[config.mk]
export PLATFORM = sky130hd
export DESIGN_NAME = univ_shift_reg
export DESIGN_NICKNAME = d
export VERILOG_FILES = /design/src/rtl/univ_shift_reg.sv
export SDC_FILE = /design/constraint.sdc
export NUM_CORES = 1
export LEC_CHECK = 0
export ABC_AREA = 1
export CORE_AREA = 2 2 53 55
export CTS_CLUSTER_SIZE = 25
export DETAILED_ROUTE_END_ITERATION = 12
export DIE_AREA = 0 0 55 57
export PLACE_DENSITY = 0.66
export RECOVER_POWER = 50
export SYNTH_ARGS = -nofsm -noshare
export SYNTH_HDL_FRONTEND = slang
export SYNTH_SLANG_ARGS = --single-unit
[constraint.sdc]
create_clock -name clk -period 1.7 [get_ports clk]
set_input_delay 0.255 -clock clk [delete_from_list [all_inputs] [get_ports clk]]
set_output_delay 0.255 -clock clk [all_outputs]
set_load 0.02 [all_outputs]
[src/rtl/univ_shift_reg.sv]
// Universal shift register: single-step direct operations while idle, plus
// counted bursts that repeat one shift/rotate mode for cnt cycles.
//
// state | meaning
// IDLE  | waiting; en applies one operation, qualifying start launches a burst
// RUN   | burst in progress; one latched-mode step per edge until count expires
module univ_shift_reg #(
    parameter int N  = 4,
    parameter int CW = 3
) (
    input  logic          clk,
    input  logic          rst_n,
    input  logic          en,
    input  logic [2:0]    mode,
    input  logic          sin,
    input  logic [N-1:0]  pin,
    input  logic          start,
    input  logic [CW-1:0] cnt,
    output logic [N-1:0]  r,
    output logic          sout_r,
    output logic          sout_l,
    output logic          busy,
    output logic          done
);

    typedef enum logic {IDLE = 1'b0, RUN = 1'b1} state_t;

    state_t        state;
    logic [2:0]    mode_q;
    logic [CW-1:0] remaining;
    logic          qualify;

    function automatic logic [N-1:0] step_op(input logic [2:0] m,
                                             input logic [N-1:0] v,
                                             input logic s);
        logic [N-1:0] res;
        res = v;
        case (m)
            3'b000: res = v;
            3'b001: res = {s, v[N-1:1]};
            3'b010: res = {v[N-2:0], s};
            3'b011: res = {v[0], v[N-1:1]};
            3'b100: res = {v[N-2:0], v[N-1]};
            3'b101: res = pin;
            3'b110: res = {v[N-1], v[N-1:1]};
            3'b111: res = '0;
            default: res = v;
        endcase
        return res;
    endfunction

    // Only the shift/rotate modes make sense repeated; hold, load and clear
    // fall through to the en path instead.
    always_comb begin
        qualify = 1'b0;
        if (start && (cnt != '0)) begin
            case (mode)
                3'b001, 3'b010, 3'b011, 3'b100, 3'b110: qualify = 1'b1;
                default: qualify = 1'b0;
            endcase
        end
    end

    always_ff @(posedge clk) begin
        if (!rst_n) begin
            state     <= IDLE;
            r         <= '0;
            mode_q    <= 3'b000;
            remaining <= '0;
            busy      <= 1'b0;
            done      <= 1'b0;
        end else begin
            case (state)
                IDLE: begin
                    done <= 1'b0;
                    if (qualify) begin
                        mode_q    <= mode;
                        remaining <= cnt;
                        state     <= RUN;
                        busy      <= 1'b1;
                    end else if (en) begin
                        r <= step_op(mode, r, sin);
                    end
                end
                RUN: begin
                    r         <= step_op(mode_q, r, sin);
                    remaining <= remaining - CW'(1);
                    if (remaining == CW'(1)) begin
                        state <= IDLE;
                        busy  <= 1'b0;
                        done  <= 1'b1;
                    end
                end
                default: begin
                    state <= IDLE;
                    busy  <= 1'b0;
                    done  <= 1'b0;
                end
            endcase
        end
    end

    assign sout_r = r[0];
    assign sout_l = r[N-1];

endmodule
==> results by stage, run 1 <==
Route:
- The average routed wire per standard cell is about 13 um.
- The total wirelength of the detailed-routed design is about 2.8 mm.
- The starting DRC count in detailed routing is 26.
- After detailed routing, the number of remaining DRC violations is 0.
- Across all layers, the routed design uses between 1000 and 1500 vias.
- The length of the first detailed-routing pass in iterations is 4.
- The average via count per standard cell is just over 5.
- In this run the remaining antenna-violating nets after routing total 0.

Worst setup path:
- STA classifies the critical path startpoint as a flop.
- The maximum fanout along the worst path is 6.
- Together, buffers and inverters on the worst path number 1.
- The worst path required time is approximately 1.4 ns.
- The type of element capturing the critical path is an output pin.
- Traced cell by cell, the critical path runs through clkdlybuf4s50_1.
- Setup slack on the worst reg-to-reg path comes out at about 0.38 ns.
- The top cell family by delay on the critical path is buffers and inverters.
- The worst setup path is of the flop to output pin kind.
- In this design, the stage delay of the slowest critical-path cell is around 0.64 ns.
- The slowest library cell on the worst path is sky130_fd_sc_hd__clkdlybuf4s50_1.
- The worst endpoint data arrival time is 1.37 ns.

Timing:
- The aggregate negative setup slack is 0 ns.
- The post-route clock period utilization is 0.953.
- Setup repair after global routing left no endpoint under its margin.
- The count of final max-slew check failures was 0.
- The maximum clock skew at final layout is 0.00329 ns.
- The slew at the pin closest to its max-slew limit is between 0.2 and 0.3 ns.
- The number of failing setup endpoints in the final timing report is 0.
- The highest attainable clock frequency is ~0.62 GHz.
- The clock period minus final worst setup slack is 1.62 ns.
- The headroom to the max-slew limit is 0.819.
- The final worst slack is 0.0791 ns.
- The total count of hold-check failures in the final report came to 0.

Place:
- Once detailed placement completed, the half-perimeter wirelength came to roughly 2.2 mm.
- The routability-driven placement congestion ratio is roughly 0.96.
- At the placement stage, the worst setup path has a slack of -0.0816 ns.
- The count of buffers inserted at the top-level ports is 22.

Synth:
- The synthesized design contains 13 register bits.
- Synthesis instantiated 27 different standard cells from the library.
- The cell area after technology mapping is 0.00103 mm^2.
- Synthesis produced 164 cells.
- Dividing the synthesized area by the synthesized cell count gives approximately 6.3 um^2.
- The yosys synthesis warning count is 0.
- The synthesized netlist net count is about 180.
- For this run, the register share of the synthesized area comes to 0.252.

Final layout:
- The sequential cells in the finished layout cover a total of around 260 um^2.
- The utilization after layout is 0.512.
- The repair_antennas step left the layout with diodes totalling 0.
- The area of the multi-input gates is approximately 650 um^2.
- The area added between synthesis and finish is 29.5%.
- In the final layout, the share of cells above drive strength 1 is 0.140.
- The filler cell count in the final layout is 288.
- At the end of the flow, the number of nets in the layout was ~210.

Die:
- The floorplan row count is 19.
- The floorplan die height is between 50 and 60 um.
- The floorplan step defined a die boundary enclosing about 0.0031 mm^2.
- The chip width is around 55 um.
- The total core area is roughly 0.0026 mm^2.
- The number of top-level pins is 23.
- The starting density of the core is 0.396.

Clock tree:
- TritonCTS built the clock tree.
- The clock sink count is 13.
- The number of buffers between clock root and the deepest sink is 2.
- The setup fix buffers added after clock tree synthesis is 0.
- The number of resized instances in the post-cts repair step is 0.
- The number of buffers inserted by hold repair at cts is 0.
- The clock transition at the register clock pins on the worst setup and hold paths after CTS is about 0.09 ns.
- The total clock buffers created by CTS is 3.
- The tree is rooted in a sky130_fd_sc_hd__clkbuf_4.
- In this run the number of H-tree levels came out at 1.
- At the later pin of the worst-skew pair, clock insertion delay measures around 0.28 ns.

Global routing:
- Entering global routing, the biggest net connects 12 pins.
- The first-pass GRT wire length is approximately 4.7 mm.
- The number of antenna violations at the first check in global routing is 0.
- The via count of the first global-routing pass is between 1000 and 1500.
- Summed over all layers, the global routing overflow is 0.
- The total global-route track usage is 0.199.

Power:
- The largest vdd supply drop is about 0.00046 V.
- The static leakage is just under 0.6 nW.
- The total power draw is between 0.9 and 1 mW.
- For this design the ratio of total power to cell area is roughly 700 mW/mm^2.

Job:
- Across the run, the number of max-cap violations was 0.

Hold path:
- The path class of the tightest hold or removal check is flop to flop.

Outcome:
- The flow ran to the end, and the final reports show no timing, DRC or antenna violations.
[path summary, 6_finish.rpt]
kind / startpoint / end / cells after the start
setup / recovery: r[1] / r[1] / 1
hold / removal: remaining[1] / remaining[1] / 2
setup reg to reg: mode_q[2] / r[3] / 9
hold reg to reg: remaining[1] / remaining[1] / 2
[flip-flops by register name (all words and copies together), names as in the netlist]
| register | count |
|---|---|
| r | 4 |
| busy | 1 |
| state | 1 |
| remaining | 3 |
| mode_q | 3 |
| done | 1 |
[per-layer routing]
metal	vias up	track usage	share of wire
li1	594	-	-
met1	509	0.244	0.42
met2	48	0.345	0.49
met3	7	0.0183	0.069
met4	0	0.0836	0.022
met5	-	0	0
[cells by family after synthesis]
kind of cell | after synthesis | synth area share
fa+ha+maj | 2 | 0.0242
compound gates | 23 | 0.138
simple gates | 98 | 0.456
flops | 13 | 0.252
buf+inv | 27 | 0.122
xor+xnor | 1 | 0.00847
[power by group]
| group | switching, mW | internal, mW |
|---|---|---|
| registers | 0.0312 | 0.335 |
| clock network | 0.111 | 0.0912 |
| logic | 0.205 | 0.154 |
[cell type report]
type / instances / share of cell area
tap: 31 / 0.0289
inverter: 20 / 0.0560
clock buffer: 4 / 0.0196
multi-input combinational: 124 / 0.484
timing repair buffer: 32 / 0.218
sequential: 13 / 0.194
[cells in the mapped netlist]
cell type,count,area [um^2]
sky130_fd_sc_hd__a31oi_1,2,12.5
sky130_fd_sc_hd__buf_6,1,11.3
sky130_fd_sc_hd__ha_1,2,25.0
sky130_fd_sc_hd__inv_1,16,60.1
sky130_fd_sc_hd__a21oi_4,1,16.3
sky130_fd_sc_hd__xor2_1,1,8.76
sky130_fd_sc_hd__nand4_4,1,21.3
sky130_fd_sc_hd__nor2_4,1,11.3
sky130_fd_sc_hd__nand2_2,1,6.26
sky130_fd_sc_hd__or2_2,1,6.26
sky130_fd_sc_hd__nor2_2,2,12.5
sky130_fd_sc_hd__nand2_1,50,188
sky130_fd_sc_hd__dfxtp_1,13,260
sky130_fd_sc_hd__nand3_2,1,10.0
sky130_fd_sc_hd__nor3_1,1,5.00
sky130_fd_sc_hd__nand2_4,2,22.5
sky130_fd_sc_hd__nor2_1,12,45.0
sky130_fd_sc_hd__a21boi_2,1,11.3
sky130_fd_sc_hd__a21oi_1,12,60.1
sky130_fd_sc_hd__buf_2,3,15.0
sky130_fd_sc_hd__o21ai_0,6,30.0
sky130_fd_sc_hd__nand4_1,11,68.8
sky130_fd_sc_hd__buf_4,3,22.5
sky130_fd_sc_hd__a211oi_2,1,12.5
sky130_fd_sc_hd__inv_2,3,11.3
sky130_fd_sc_hd__nand3_1,15,75.1
sky130_fd_sc_hd__inv_4,1,6.26
[through the flow]
| stage | instances | area, um^2 | hold slack (ns) |
|---|---|---|---|
| global placement | 220 | 1320 | 0.473 |
| CTS | 224 | 1350 | 0.490 |
| finish | 224 | 1340 | 0.490 |
| floorplan | 164 | 1030 | 0.390 |
| global route | 224 | 1340 | 0.535 |
| detailed placement | 220 | 1320 | 0.474 |
[cells in the final DEF (no fill, tap or decap), drive strengths merged]
| cell type | n |
|---|---|
| clkbuf | 5 |
| dlygate4sd3 | 2 |
| nor2 | 15 |
| or2 | 1 |
| nor3 | 1 |
| o21ai | 6 |
| xor2 | 1 |
| nand2 | 53 |
| ha | 2 |
| a21oi | 13 |
| buf | 9 |
| inv | 20 |
| nand4 | 12 |
| nand3 | 16 |
| dfxtp | 13 |
| a21boi | 1 |
| clkdlybuf4s50 | 20 |
| a211oi | 1 |
| a31oi | 2 |
[worst reg2reg max path: cells and delay by family (launching register included)]
| family | cells | cell delay [ns] |
|---|---|---|
| buffers and inverters | 1 | 0.12 |
| and+or+nand+nor | 8 | 0.64 |
| DFF | 1 | 0.47 |
No activity file was read; power rests on OpenSTA's default activity.
==> run 2, diff against run 1 <==
--- a/config.mk
+++ b/config.mk
@@ -10,7 +10,9 @@
 export CTS_CLUSTER_SIZE = 25
 export DETAILED_ROUTE_END_ITERATION = 12
 export DIE_AREA = 0 0 55 57
-export PLACE_DENSITY = 0.66
+export GPL_TIMING_DRIVEN = 0
+export MAX_ROUTING_LAYER = met4
+export PLACE_DENSITY = 0.69
 export RECOVER_POWER = 50
 export SYNTH_ARGS = -nofsm -noshare
 export SYNTH_HDL_FRONTEND = slang
==> constraint.sdc (replaced) <==
create_clock -name clk -period 1.35 [get_ports clk]
set_input_delay 0.2025 -clock clk [delete_from_list [all_inputs] [get_ports clk]]
set_output_delay 0.2025 -clock clk [all_outputs]
set_load 0.02 [all_outputs]
==> results by stage, run 2 (synthesis gave the netlist of run 1 again) <==
Global routing:
- The number of antenna violations at the first check in global routing was 0 (unchanged).
- The first-pass GRT wire length came to 4.38 mm (-6.2%).
- The overall overflow remaining after global route is 0 (unchanged).
- The total global-route track usage is 0.193 (-0.00668).
- The maximum number of pins on one net before global-route repair is 11 (-1).
- The via count of the first global-routing pass is 1082 (-3.7%).

Final layout:
- The flip-flop count of the largest register, all copies and words added came to 4 (unchanged).
- The area added between synthesis and finish is 29.3%.
- The count of nets after finishing came to 207 (-1.9%).
- The share of cells above drive strength 1 is 0.196 (+0.0559).
- The utilization after layout is 0.511 (-0.000957).
- Leaving out fill and tap cells, the most frequent cells in the layout are 49 x sky130_fd_sc_hd__nand2_1, 16 x sky130_fd_sc_hd__inv_1, 13 x sky130_fd_sc_hd__nand3_1.
- The final design area excluding fillers is 0.00134 mm^2 (-0.19%).
- The largest registers in the layout are r x4, mode_q x3, remaining x3.
- Ranked by flip-flop count, first place goes to r.
- The count of antenna diodes in the layout was 0 (unchanged).
- The most common cell after layout, fill and taps aside is sky130_fd_sc_hd__nand2_1.

Clock tree:
- The clock sink count is 13 (unchanged).
- The clock transition at the register clock pins on the worst setup and hold paths after CTS is 0.08 ns (about the same).
- The clock latency of the later-clocked register in the worst-skew pair was 0.28 ns (about the same).
- The number of buffers between clock root and the deepest sink is 2 (unchanged).
- The clock tree from TritonCTS is built.
- The total clock buffers created by CTS is 3 (unchanged).
- The root cell of the clock tree is sky130_fd_sc_hd__clkbuf_4.
- The depth of the CTS H-tree is 1 (unchanged).

Die:
- The chip width is 55 um (unchanged).
- The number of top-level pins is 23 (unchanged).
- The floorplan die height was 57 um (unchanged).
- The floorplan row count is 19 (unchanged).
- The die outline area is 0.00314 mm^2 (unchanged).
- The starting density of the core is 0.396 (unchanged).
- The total core area is 0.00262 mm^2 (unchanged).

Timing:
- Static timing analysis puts the maximum clock frequency at 0.776 GHz.
- The clock period could shrink to 1.29 ns.
- The number of failing setup endpoints in the final timing report is 0 (unchanged).
- The maximum clock skew at final layout is 0.00785 ns (+0.00456 ns).
- The total count of hold-check failures in the final report came to 0 (unchanged).
- Setup repair after global routing could not meet its margin everywhere.
- The post-route clock period utilization is 0.954.
- The headroom to the max-slew limit is 0.818 (-0.00124).
- The count of final max-slew check failures is 0 (unchanged).
- The slew at the pin closest to its max-slew limit came to 0.273 ns (+0.00241 ns).

Power:
- The part of the power in combinational logic is 0.394 (+0.006).
- The total power draw is 1.16 mW (+26%).
- The design internal power is 0.726 mW (+25%).
- The fraction of power spent switching nets came to 0.376 (+0.00121).
- The power per unit of standard cell area is 870 mW/mm^2 (+26%).
- The static leakage is 0.615 nW (+3.3%).
- The clock network power share is 0.209 (-0.009).
- The part of the total power dissipated in sequential elements is 0.397 (+0.002).
- The largest vdd supply drop was 0.000515 V (+13%).
- The net switching power of the design is 0.437 mW (+26%).

Worst setup path:
- The worst path required time is 1.15 ns (-0.29 ns).
- The worst endpoint data arrival time is 1.09 ns (-0.28 ns).
- The startpoint type of the worst setup path is a flop.
- The reg-to-reg setup timing slack is 0.09 ns (-0.29 ns).
- The maximum fanout along the worst path is 7 (+1).
- STA classifies the critical path endpoint as an output pin.
- The critical path in this run is classified as flop to output pin.

Route:
- The average routed wire per standard cell is 12.0 um (-4.5%).
- The total wirelength of the detailed-routed design is 2.64 mm (-6.2%).
- The length of the first detailed-routing pass in iterations came to 4 (unchanged).
- The post-route DRC violation count is 0 (unchanged).
- The overall via count from detail_route is 1135 (-2.0%).
- The starting DRC count in detailed routing was 25 (-3.8%).
- The remaining antenna violation count after routing is 0 (unchanged).
- The average via count per standard cell came to 5.16 (-0.20%).

Place:
- The routability-driven placement congestion ratio was 0.938 (-2.2%).
- The count of buffers inserted at the top-level ports is 20 (-9.1%).
- The cell area reported after detailed placement was 0.00127 mm^2 (-3.5%).
- The total half-perimeter wirelength after legalization and detailed placement is 2.05 mm (-7.1%).

Outcome:
- The flow ran to the end, and the final reports show no timing, DRC or antenna violations.

Hold path:
- The path class of the tightest hold or removal check is primary input to flop.

Job:
- The number of violations of the max-capacitance limit is 0 (unchanged).
run 2: changes by cell type in the layout (fill, tap and decap cells not counted), moves of 3 or more:
cell,change
sky130_fd_sc_hd__buf_4,-4
sky130_fd_sc_hd__clkdlybuf4s50_1,-9
sky130_fd_sc_hd__dfxtp_1,-3
sky130_fd_sc_hd__dfxtp_2,+3
sky130_fd_sc_hd__dlygate4sd2_1,+7
sky130_fd_sc_hd__nor2_1,-4
sky130_fd_sc_hd__nor2_2,+4
run 2: worst paths after layout:
path / startpoint / endpoint / cells after the start
worst max-delay path: r[0] / r[0] / 2
worst min-delay path: mode[2] / mode_q[2] / 3
worst min register to register: remaining[1] / remaining[1] / 2
worst max register to register: mode_q[0] / r[3] / 10
run 2: power groups by stage:
stage,Sequential (mW),Combinational [mW],Clock [mW]
final,0.462,0.458,0.243
after global routing,0.468,0.513,0.273
after CTS,0.461,0.430,0.254
after detailed placement,0.468,0.444,0
after global placement,0.467,0.437,0
after floorplan,0.477,0.286,0
run 2: what timing repair did:
item | in CTS | in global routing
resized for setup | 11 | 16
hold buffers | 0 | 0
setup buffers | 0 | 1
pin swaps | 0 | 1
endpoints found under the setup margin | 16 | 6
run 2: cell type report:
| cell class | count | area [um^2] |
|---|---|---|
| fillers | 280 | 1280 |
| multi-input cells | 124 | 676 |
| flip-flops and latches | 13 | 264 |
| repair buffers | 21 | 199 |
| inverters | 20 | 80.1 |
| plain buffers | 7 | 53.8 |
| well taps | 31 | 38.8 |
| clock buffers | 4 | 26.3 |
run 2: stage by stage:
| step | hold WS [ns] | setup slack (ns) | std cells | TNS, ns |
|---|---|---|---|---|
| 3_3_place_gp | 0.470 | -0.395 | 215 | -3.58 |
| 5_1_grt | 0.308 | -0.0178 | 220 | -0.0277 |
| 2_1_floorplan | 0.337 | 0.152 | 164 | 0 |
| 4_1_cts | 0.262 | 0.0115 | 219 | 0 |
| 3_5_place_dp | 0.477 | -0.421 | 215 | -3.95 |
| 6_report | 0.267 | 0.0615 | 220 | 0 |
run 2: worst max-delay path, stage by stage, from the launching register on:
cell and delay, ns:
sky130_fd_sc_hd__dfxtp_2 0.41, sky130_fd_sc_hd__buf_4 0.13, sky130_fd_sc_hd__clkdlybuf4s15_1 0.28
run 2: routing by layer:
metal  vias up  GRT usage  wire length, um  share of wire
met3         5     0.0209              132          0.050
met4         0     0.0697               41          0.016
met1       505      0.219             1170           0.44
met2        36      0.337             1300           0.49
met5         -          -                0              0
li1        589          -                -              -
==> run 3, diff against run 2 <==
==> constraint.sdc (replaced) <==
create_clock -name clk -period 1.1 [get_ports clk]
set_input_delay 0.165 -clock clk [delete_from_list [all_inputs] [get_ports clk]]
set_output_delay 0.165 -clock clk [all_outputs]
set_load 0.02 [all_outputs]
==> results by stage, run 3 (synthesis gave the netlist of run 1 again) <==
Timing:
- The slew at the pin closest to its max-slew limit came to 0.301 ns (+0.0286 ns).
- The headroom to the max-slew limit is 0.799 (-0.0191).
- The clock period minus final worst setup slack is between 1 and 1.5 ns.
- The maximum clock skew at final layout came to 0.000570 ns (-0.00728 ns).
- The number of failing setup endpoints in the final timing report was 4 (+4).
- The worst hold-check slack is 0.241 ns (-0.0265 ns).
- The final worst slack was -0.0714 ns (-0.133 ns).
- The total count of hold-check failures in the final report came to 0 (unchanged).
- The post-route clock period utilization is 1.06.
- The count of final max-slew check failures was 0 (unchanged).
- The highest attainable clock frequency is 0.854 GHz.
- Setup repair after global routing could not meet its margin everywhere.

Hold path:
- The beginning of the worst hold path is mode[2].
- The path class of the tightest hold or removal check is primary input to flop.

Worst setup path:
- The critical path buffer and inverter count is 2 (unchanged).
- In this design, the largest share of critical-path delay is due to flip-flops.
- The path type of the worst setup path is flop to flop.
- Traced cell by cell, the critical path runs through buf_6 -> nor2_4 -> nand3_2 -> inv_2 -> a21oi_4 -> nand2_4 -> nor2_2 -> nand2_1 -> a21oi_1.
- The type of element capturing the critical path is a flop.
- STA classifies the critical path startpoint as a flop.
- The launch point of the critical path is mode_q[1].
- The worst path required time is 1.31 ns (+0.16 ns).
- The maximum fanout along the worst path is 8 (+1).
- The reg-to-reg setup timing slack is -0.07 ns (-0.16 ns).
- Among all stages on the critical path, the largest delay is contributed by sky130_fd_sc_hd__dfxtp_2.
- The worst endpoint data arrival time is 1.38 ns (+0.29 ns).
- The startpoint identified for the worst register-to-register timing path is mode_q[1].
- The maximum single-stage delay on the critical path was 0.33 ns (-0.08 ns).

Global routing:
- The number of antenna violations at the first check in global routing came to 0 (unchanged).
- The total global-route track usage is 0.212 (+0.0197).
- The maximum number of pins on one net before global-route repair is 11 (unchanged).
- The overall overflow remaining after global route came to 0 (unchanged).
- The first-pass GRT wire length is 4.85 mm (+11%).
- The via count of the first global-routing pass is 1173 (+8.4%).

Route:
- The average routed wire per standard cell is 12.9 um (+7.0%).
- The post-route DRC violation count was 0 (unchanged).
- The total wirelength of the detailed-routed design is 2.89 mm (+9.5%).
- The overall via count from detail_route is 1192 (+5.0%).
- The average via count per standard cell is 5.30 (+2.7%).
- The starting DRC count in detailed routing is 28 (+12%).
- The remaining antenna violation count after routing was 0 (unchanged).
- The length of the first detailed-routing pass in iterations is 4 (unchanged).

Place:
- The cell area reported after detailed placement is 0.00129 mm^2 (+1.7%).
- The routability-driven placement congestion ratio was 0.996 (+6.2%).
- The post-place setup slack came to -0.666 ns (-0.244 ns).
- The count of buffers inserted at the top-level ports was 20 (unchanged).
- The total half-perimeter wirelength after legalization and detailed placement is 2.18 mm (+6.2%).

Final layout:
- The area added between synthesis and finish is 42.7%.
- In the layout the commonest cells are 43 x sky130_fd_sc_hd__nand2_1, 12 x sky130_fd_sc_hd__nand3_1, 11 x sky130_fd_sc_hd__nand4_1, 11 x sky130_fd_sc_hd__a21oi_1, 10 x sky130_fd_sc_hd__inv_1.
- Leaving out fill and tap cells, the most frequent cell in the layout is sky130_fd_sc_hd__nand2_1.
- The largest registers in the layout are r x4, mode_q x3, remaining x3.
- The count of nets after finishing is 212 (+2.4%).
- The count of antenna diodes in the layout is 0 (unchanged).
- The filler cell count in the final layout is 263 (-6.1%).
- The share of cells above drive strength 1 is 0.366 (+0.170).
- The flip-flop count of the largest register, all copies and words added is 4 (unchanged).
- The final design area excluding fillers came to 0.00148 mm^2 (+10%).
- Ranked by flip-flop count, first place goes to r.
- The register area is 284 um^2 (+7.6%).
- The utilization after layout is 0.565 (+0.0531).
- The area of the multi-input gates is 753 um^2 (+11%).

Clock tree:
- The clock latency of the later-clocked register in the worst-skew pair came to 0.28 ns (about the same).
- The total clock buffers created by CTS is 3 (unchanged).
- The clock tree from TritonCTS is built.
- The number of buffers between clock root and the deepest sink was 2 (unchanged).
- The clock sink count was 13 (unchanged).
- The depth of the CTS H-tree is 1 (unchanged).
- The number of buffers inserted by hold repair at cts is 0 (unchanged).
- The root cell of the clock tree is sky130_fd_sc_hd__clkbuf_4.
- The clock transition at the register clock pins on the worst setup and hold paths after CTS is 0.08 ns (about the same).

Die:
- The floorplan row count was 19 (unchanged).
- The number of top-level pins was 23 (unchanged).
- The total core area came to 0.00262 mm^2 (unchanged).
- The starting density of the core was 0.396 (unchanged).
- The chip width is 55 um (unchanged).
- The floorplan die height is 57 um (unchanged).
- The die outline area came to 0.00314 mm^2 (unchanged).

Job:
- The number of violations of the max-capacitance limit came to 0 (unchanged).

Outcome:
- The checks that failed: setup timing.
- The flow ran to the end, but the final reports show violations.

Power:
- The largest vdd supply drop came to 0.000892 V (+73%).
- The static leakage is 0.653 nW (+6.2%).
- The power per unit of standard cell area is 1050 mW/mm^2 (+20%).
[run 3: routing by layer]
metal / vias up / part of all wire / routed length (um) / global-route usage
li1: 605 / - / - / -
met1: 526 / 0.41 / 1190 / 0.252
met2: 54 / 0.51 / 1470 / 0.357
met3: 7 / 0.063 / 183 / 0.0157
met4: 0 / 0.018 / 52 / 0.0941
met5: - / 0 / 0 / -
[run 3: worst paths after layout]
kind	to	cells past startpoint
hold / removal	mode_q[2]	3
setup reg to reg	r[0]	9
setup / recovery	r[0]	9
hold reg to reg	r[1]	2
[run 3: power by group]
group          leakage, nW  internal, mW  total, mW  switching, mW
Combinational        0.526         0.288      0.664          0.376
Clock               0.0150         0.141      0.301          0.160
Sequential           0.112         0.522      0.579         0.0568
Total                0.653         0.951       1.54          0.592
[run 3: layout make-up]
cell class | count | share of cell area
buffer | 6 | 0.0364
clock buffer | 4 | 0.0178
inverter | 20 | 0.0610
multi-input combinational | 124 | 0.510
sequential | 13 | 0.192
tap | 31 | 0.0263
timing repair buffer | 27 | 0.156
[run 3: worst register-to-register path, cell delays in order (launching register included)]
cell                      delay, ns
sky130_fd_sc_hd__dfxtp_2       0.33
sky130_fd_sc_hd__buf_6         0.14
sky130_fd_sc_hd__nor2_4        0.05
sky130_fd_sc_hd__nand3_2       0.07
sky130_fd_sc_hd__inv_2         0.04
sky130_fd_sc_hd__a21oi_4       0.12
sky130_fd_sc_hd__nand2_4       0.08
sky130_fd_sc_hd__nor2_2        0.08
sky130_fd_sc_hd__nand2_1       0.05
sky130_fd_sc_hd__a21oi_1       0.14
[run 3: repair_timing]
action | 4_1_cts | 5_1_grt
endpoints found under the setup margin | 20 | 14
pin swaps | 18 | 15
resized for setup | 65 | 23
setup buffers | 6 | 1
[run 3: metrics by stage]
step           TNS [ns]  instances  total power, mW
3_3_place_gp      -7.52        215             1.13
6_report         -0.212        225             1.54
3_5_place_dp      -7.93        215             1.14
2_1_floorplan   -0.0198        164            0.952
5_1_grt          -0.751        225             1.64
4_1_cts          -0.228        225             1.51
